<file path="src/rtl/vga_image_fetch.sv">
// Read-side image RAM client for the VGA path: maps screen coordinates inside
// a fixed window to a RAM address and shows the fetched pixel. Outside the
// window it shows the background colour. Syncs and active are delayed three
// stages so they line up with the registered pixel.
module vga_image_fetch #(
  parameter int unsigned          AddressWidth  = 14,
  parameter int unsigned          DataWidth     = 8,
  parameter int unsigned          ImgWidthLog2  = 7,
  parameter int unsigned          ImgHeightLog2 = 7,
  parameter int unsigned          ScaleLog2     = 0,
  parameter int unsigned          CountWidth    = 10,
  parameter int unsigned          XOffset       = 256,
  parameter int unsigned          YOffset       = 176,
  parameter logic [DataWidth-1:0] BgColor       = '0
) (
  input  logic                    clk,
  input  logic                    rstn,
  input  logic [CountWidth-1:0]   hcount,
  input  logic [CountWidth-1:0]   vcount,
  input  logic                    active_in,
  input  logic                    hsync_in,
  input  logic                    vsync_in,
  output logic                    ram_rw,
  output logic [AddressWidth-1:0] ram_addr,
  input  logic [DataWidth-1:0]    ram_data,
  output logic [DataWidth-1:0]    rgb,
  output logic                    active_out,
  output logic                    hsync_out,
  output logic                    vsync_out
);

  localparam int unsigned WinW = (2 ** ImgWidthLog2) << ScaleLog2;
  localparam int unsigned WinH = (2 ** ImgHeightLog2) << ScaleLog2;

  // Bounds are one bit wider than the counters, so a window that runs past
  // the last column is clipped instead of wrapping to column 0.
  localparam logic [CountWidth:0] XLo = (CountWidth + 1)'(XOffset);
  localparam logic [CountWidth:0] XHi = (CountWidth + 1)'(XOffset + WinW);
  localparam logic [CountWidth:0] YLo = (CountWidth + 1)'(YOffset);
  localparam logic [CountWidth:0] YHi = (CountWidth + 1)'(YOffset + WinH);

  localparam logic [CountWidth-1:0] XOff = CountWidth'(XOffset);
  localparam logic [CountWidth-1:0] YOff = CountWidth'(YOffset);

  logic [AddressWidth-1:0] ram_addr_q, ram_addr_d;
  logic                    win_d1_q, win_d1_d;
  logic                    win_d2_q, win_d2_d;
  logic [DataWidth-1:0]    rgb_q, rgb_d;
  logic [2:0]              act_sr_q, act_sr_d;
  logic [2:0]              hs_sr_q, hs_sr_d;
  logic [2:0]              vs_sr_q, vs_sr_d;

  logic                     in_win;
  logic [CountWidth-1:0]    dx, dy;
  logic [CountWidth:0]      h_ext, v_ext;
  logic [ImgWidthLog2-1:0]  col;
  logic [ImgHeightLog2-1:0] row;

  // Window test, address mapping and next state of every pipeline stage.
  always_comb begin
    h_ext  = {1'b0, hcount};
    v_ext  = {1'b0, vcount};
    in_win = active_in && (h_ext >= XLo) && (h_ext < XHi) &&
             (v_ext >= YLo) && (v_ext < YHi);
    dx     = hcount - XOff;
    dy     = vcount - YOff;
    col    = ImgWidthLog2'(dx >> ScaleLog2);
    row    = ImgHeightLog2'(dy >> ScaleLog2);

    ram_addr_d = ram_addr_q;
    if (in_win) begin
      ram_addr_d = {row, col};
    end
    win_d1_d = in_win;
    win_d2_d = win_d1_q;
    rgb_d    = win_d2_q ? ram_data : BgColor;
    act_sr_d = {act_sr_q[1:0], active_in};
    hs_sr_d  = {hs_sr_q[1:0], hsync_in};
    vs_sr_d  = {vs_sr_q[1:0], vsync_in};
  end

  // Pipeline registers with asynchronous reset.
  always_ff @(posedge clk or negedge rstn) begin
    if (!rstn) begin
      ram_addr_q <= '0;
      win_d1_q   <= 1'b0;
      win_d2_q   <= 1'b0;
      rgb_q      <= BgColor;
      act_sr_q   <= '0;
      hs_sr_q    <= '0;
      vs_sr_q    <= '0;
    end else begin
      ram_addr_q <= ram_addr_d;
      win_d1_q   <= win_d1_d;
      win_d2_q   <= win_d2_d;
      rgb_q      <= rgb_d;
      act_sr_q   <= act_sr_d;
      hs_sr_q    <= hs_sr_d;
      vs_sr_q    <= vs_sr_d;
    end
  end

  assign ram_rw     = 1'b1;
  assign ram_addr   = ram_addr_q;
  assign rgb        = rgb_q;
  assign active_out = act_sr_q[2];
  assign hsync_out  = hs_sr_q[2];
  assign vsync_out  = vs_sr_q[2];

endmodule

</file>
<file path="config.mk">
export PLATFORM = sky130hd
export DESIGN_NAME = vga_image_fetch
export DESIGN_NICKNAME = d
export VERILOG_FILES = /design/src/rtl/vga_image_fetch.sv
export SDC_FILE = /design/constraint.sdc
export NUM_CORES = 1
export LEC_CHECK = 0
export BUFFER_PORTS_ARGS = -buffer_cell sky130_fd_sc_hd__clkbuf_2
export CORE_MARGIN = 5
export CORE_UTILIZATION = 30
export DETAILED_ROUTE_END_ITERATION = 8
export GPL_ROUTABILITY_DRIVEN = 0
export PLACE_DENSITY = 0.59
export SLEW_MARGIN = 20
export SYNTH_ARGS = -nofsm -noshare
export SYNTH_HDL_FRONTEND = slang
export SYNTH_SLANG_ARGS = --single-unit
</file>
<file path="constraint.sdc">
create_clock -name clk -period 0.9 [get_ports clk]
set_clock_uncertainty 0.05 [all_clocks]
set_input_delay 0.18 -clock clk [delete_from_list [all_inputs] [get_ports clk]]
set_output_delay 0.18 -clock clk [all_outputs]
set_load 0.1 [all_outputs]
</file>
After elaboration in Yosys (flattened, before gate mapping)
Index checks and enable logic that the tools add are counted.
{"block": "classes", "add_sub_neg": 2, "n_lt_le_gt_ge": 4, "n_mux": 1, "reduce_logical": 4}
{"cell": "less-than comparator 10 x 9 -> 1 bit, second input constant", "n": 2}
{"cell": ">= comparator 10 x 8 -> 1 bit, second input constant", "n": 1}
{"cell": ">= comparator 10 x 9 -> 1 bit, second input constant", "n": 1}
{"cell": "2-to-1 mux 8 bit", "n": 1}
{"cell": "subtractor 7 x 1 -> 7 bit, second input constant", "n": 1}
{"cell": "subtractor 7 x 6 -> 7 bit, second input constant", "n": 1}
{"cell": "logical AND 1 bit", "n": 4}
{"block": "totals", "reg_bits": 33, "in_bits": 33, "output_inout_bits": 26, "wordCells": 18}

Depth between registers and ports, before layout
{"block": "logic_depth", "ltp_word": 5, "mapped_depth": 6, "ltp_nobuf": 5}

Least setup slack after synthesis
OpenSTA, ideal clock, no wires.
{"block": "synth_path", "kind": "input port to flip-flop", "start": "in vcount[4]", "end": "reg ram_addr_q[10], in the netlist ram_addr[10]", "setup_ns": 0.125, "arrival_ns": 1.624, "required_time_ns": 0.725, "setup_slack_ns": -0.899, "path_stages": 5, "n_path_buf": 1, "cell_sequence": "ha_1 o31a_2 a2111oi_4 buf_6 mux2_2"}
{"block": "synth_via", "elab_chain_cells": 3, "word_cells_on_any_way": 4, "classes_between": "order compare: 2; reduce/logical: 2"}
{"element": "start, declared", "line_no": "19", "text": "input logic [CountWidth-1:0] vcount,"}
{"element": ">= comparator 10 x 8 -> 1 bit", "line_no": "64", "text": "(v_ext >= YLo) && (v_ext < YHi);"}
{"element": "logical AND 1 bit", "line_no": "63", "text": "in_win = active_in && (h_ext >= XLo) && (h_ext < XHi) &&"}
{"element": "logical AND 1 bit (*)", "line_no": "64"}
{"element": "named net in_win", "line_no": "53", "text": "logic in_win;"}
{"element": "end signal, assigned", "line_no": "93", "text": "ram_addr_q <= ram_addr_d;"}
{"element": "end, declared", "line_no": "45", "text": "logic [AddressWidth-1:0] ram_addr_q, ram_addr_d;"}
Mark *: on every way through the listed nets, which the timed path passes. The rest lies on a longest branch.
A chain may end at the register's enable or synchronous reset.

Final worst setup path
{"block": "layout_path", "start": "in vcount[1]", "end": "reg ram_addr_q[9], in the netlist ram_addr[9]"}
{"block": "layout_via", "elab_chain_cells": 3, "word_cells_on_any_way": 5, "classes_between": "add/sub: 1; order compare: 2; reduce/logical: 2"}
{"element": ">= comparator 10 x 8 -> 1 bit", "line_no": "64"}
{"element": "logical AND 1 bit", "line_no": "63"}
{"element": "logical AND 1 bit", "line_no": "64"}
Several ways; a longest one is shown, not always the timed one.

==> impl_metrics.toml <==
[yosys]
synth_fp_nets = 106
yosys-top-cells-area = "dfrtp_1 (71%), mux2_2 (13%), and2_1 (4.3%)"
synth_area_mm2 = 0.00117
synth_top_area_share_pct = 70.8
yosys_register_bits = 33
yosysTopAreaCell = "dfrtp_1"
yosysUniqueCellTypes = 17
ys_warn_count = 0
syn_area_per_cell_um2 = 16.4
ys_seq_area_share_pct = 70.8
syn_inst = 71

[placement]
port_buffers = 57
dp_hpwl_mm = 2.18

[power_and_ir_drop]
total_power_mw = 5.11
power.density_mw_per_mm2 = 2210
pwr-share-comb_pct = 44.6
p_switching_mw = 1.98
p_int_mw = 3.13
swShare_pct = 38.7
ir_worst_vdd_mv = 1.38
pwr-share-seq_pct = 35.6
clkPwrFrac_pct = 19.7
p_leak_nw = 1.09

[worst_setup_path]
crit_type = "input port to flop"
path_max_fanout = 4
path_cells = "buf_6, nor3_4, nand4_1, a2111oi_4, buf_4, mux2_4"
slowest_delay_ns = 0.46
slowest_stage = "a2111oi_4"
crit_arrival_ns = 1.57
cp-start-kind = "input port"
cp_top_family = "compound AO/OA/AOI/OAI gates"
cp-end-kind = "flop"
cp_num_buf_inv = 2
cp_data_required_time_ns = 1.00

[cts]
cts_tree = "done"
worstSkewPairLatency_ns = 0.27
clock-sinks = 33
root_buffer = "clkbuf_8"
clk_pin_slew_ns = 0.06
cts_buffer_depth = 2
cts_made_buffers = 5
htree_levels = 2

[layout]
synthToLayoutAreaGrowth_pct = 98.5
layout-drive-gt1-share_pct = 75.3
nFillCells = 270
antennaDiodeCount = 0
fin_util_pct = 62.3
layout.nets = 192

[sta]
finalMaxSlewViolations = 0
setup-violations-final = 40
fin_crit_ns = 1.47
period_share_pct = 164
hold_viol_final = 0
rsz0062_at_grt = "true"
fmax_mhz = 679
setup_ws_ns = -0.573

[routing]
wl_mm = 2.85
num_vias = 870
first_pass_iters = 3
drtIter0Drc = 40
antenna_left = 0
wl_per_cell_um = 13.8
route.detailed.drc = 0
viasPerCell = 4.22

[grt]
grt_usage_pct = 11.8
globalRoute.totalOverflow = 0
grt_max_degree = 34
grt_pass1_wl_mm = 4.66
grt_pass1_vias = 992
antenna_found_initial = 0

[floorplanning]
fp.dieW_um = 72.3
boundaryPins = 59
start_util_pct = 31.4
dieArea_mm2 = 0.00523
core_mm2 = 0.00372
rows = 22
chipHeight_um = 72.3

[job]
max_cap_violations = 0

[run_status]
status = "complete, but fails checks"
violations = "negative setup slack"

[min_path]
hp-class = "input port to flop"
==> cells in the mapped netlist <==
| cell | n |
|---|---|
| nand3_1 | 1 |
| buf_4 | 1 |
| a2111oi_4 | 1 |
| o21a_1 | 1 |
| nor3_1 | 2 |
| buf_6 | 1 |
| and2_1 | 8 |
| mux2i_1 | 1 |
| dfrtp_1 | 33 |
| inv_1 | 1 |
| nor2_1 | 2 |
| conb_1 | 1 |
| mux2_2 | 13 |
| nand4_1 | 1 |
| o31a_2 | 1 |
| xnor2_1 | 1 |
| ha_1 | 2 |
==> kinds of logic (layout without fill, tap and decap cells) <==
| group | count (synthesis) | after routing | share of synthesized area, % |
|---|---|---|---|
| AND/OR/NAND/NOR | 14 | 14 | 6.76 |
| adder cells (fa/ha/maj) | 2 | 2 | 2.15 |
| flip-flops | 33 | 33 | 70.8 |
| other | 1 | 1 | 0.322 |
| buffers and inverters | 3 | 90 | 1.93 |
| XOR/XNOR | 1 | 1 | 0.751 |
| multiplexers | 14 | 14 | 13.4 |
| AO/OA/AOI/OAI | 3 | 3 | 3.86 |
==> final cells by class <==
class / instances / area, um^2 / area share, %
clock inverter: 1 / 5.00 / 0.216
timing repair buffer: 81 / 907 / 39.2
tap: 48 / 60.1 / 2.59
inverter: 1 / 3.75 / 0.162
multi-input combinational: 35 / 415 / 17.9
clock buffer: 7 / 76.3 / 3.30
sequential: 33 / 847 / 36.6
==> metal layers <==
layer	track usage [%]	routed length, um
met5	0	0
met4	4.38	27
met3	4.71	267
met2	20.7	1480
met1	12.7	1070
==> placed cells by master (no fill, tap or decap), types with 2 or more instances in the layout <==
cell type / instances
clkbuf_8: 5
nor2_1: 2
buf_12: 26
clkbuf_2: 27
dfrtp_2: 17
clkbuf_1: 2
buf_8: 2
dlygate4sd3_1: 4
dfrtp_1: 16
buf_6: 5
buf_4: 16
and2_1: 8
ha_4: 2
mux2_4: 13
==> sequential cells by signal, indices dropped and copies added (netlist names) <==
name,flops
ram_addr,14
rgb,8
act_sr_q,3
hs_sr_q,3
vs_sr_q,3
win_d1_q,1
win_d2_q,1
==> through the flow <==
stage / setup WS, ns / hold WS, ns / setup TNS (ns) / area [um^2] / instances
3_5_place_dp: -0.978 / 0.105 / -13.82 / 2040 / 184
4_1_cts: -0.604 / 0.0699 / -13.33 / 2280 / 205
2_1_floorplan: -0.795 / -0.166 / -12.51 / 1250 / 71
3_3_place_gp: -0.914 / 0.0998 / -12.98 / 2040 / 184
5_1_grt: -0.629 / 0.0527 / -14.20 / 2310 / 206
6_report: -0.573 / 0.0518 / -12.53 / 2310 / 206
==> power groups by stage <==
stage / clock network, mW / registers [mW] / logic, mW
after floorplan: 0 / 2.83 / 0.223
after global placement: 0 / 1.85 / 2.09
after detailed placement: 0 / 1.85 / 2.11
after CTS: 1.05 / 1.82 / 2.27
after global routing: 1.13 / 1.84 / 2.35
final: 1.01 / 1.82 / 2.28
==> what timing repair did <==
action	4_1_cts	5_1_grt
cloned	1	0
resized for setup	12	9
pin swaps	6	3
setup buffers	9	1
hold buffers	4	0
endpoints found under the setup margin	40	40
endpoints found under the hold margin	36	0
==> worst paths after layout <==
kind	from	endpoint	slack (ns)	cells past startpoint
worst max-delay path	vcount[1]	ram_addr[9]	-0.57	6
worst min-delay path	vcount[4]	ram_addr[11]	0.05	2
worst max register to register	ram_addr[9]	ram_addr[9]	-0.08	2
worst min register to register	hs_sr_q[0]	hs_sr_q[1]	0.30	0
max in group asynchronous	rstn	act_sr_q[2]	0.27	3
min in group asynchronous	rstn	vs_sr_q[1]	0.35	3
Note: power is estimated with default switching activity, not from simulation.
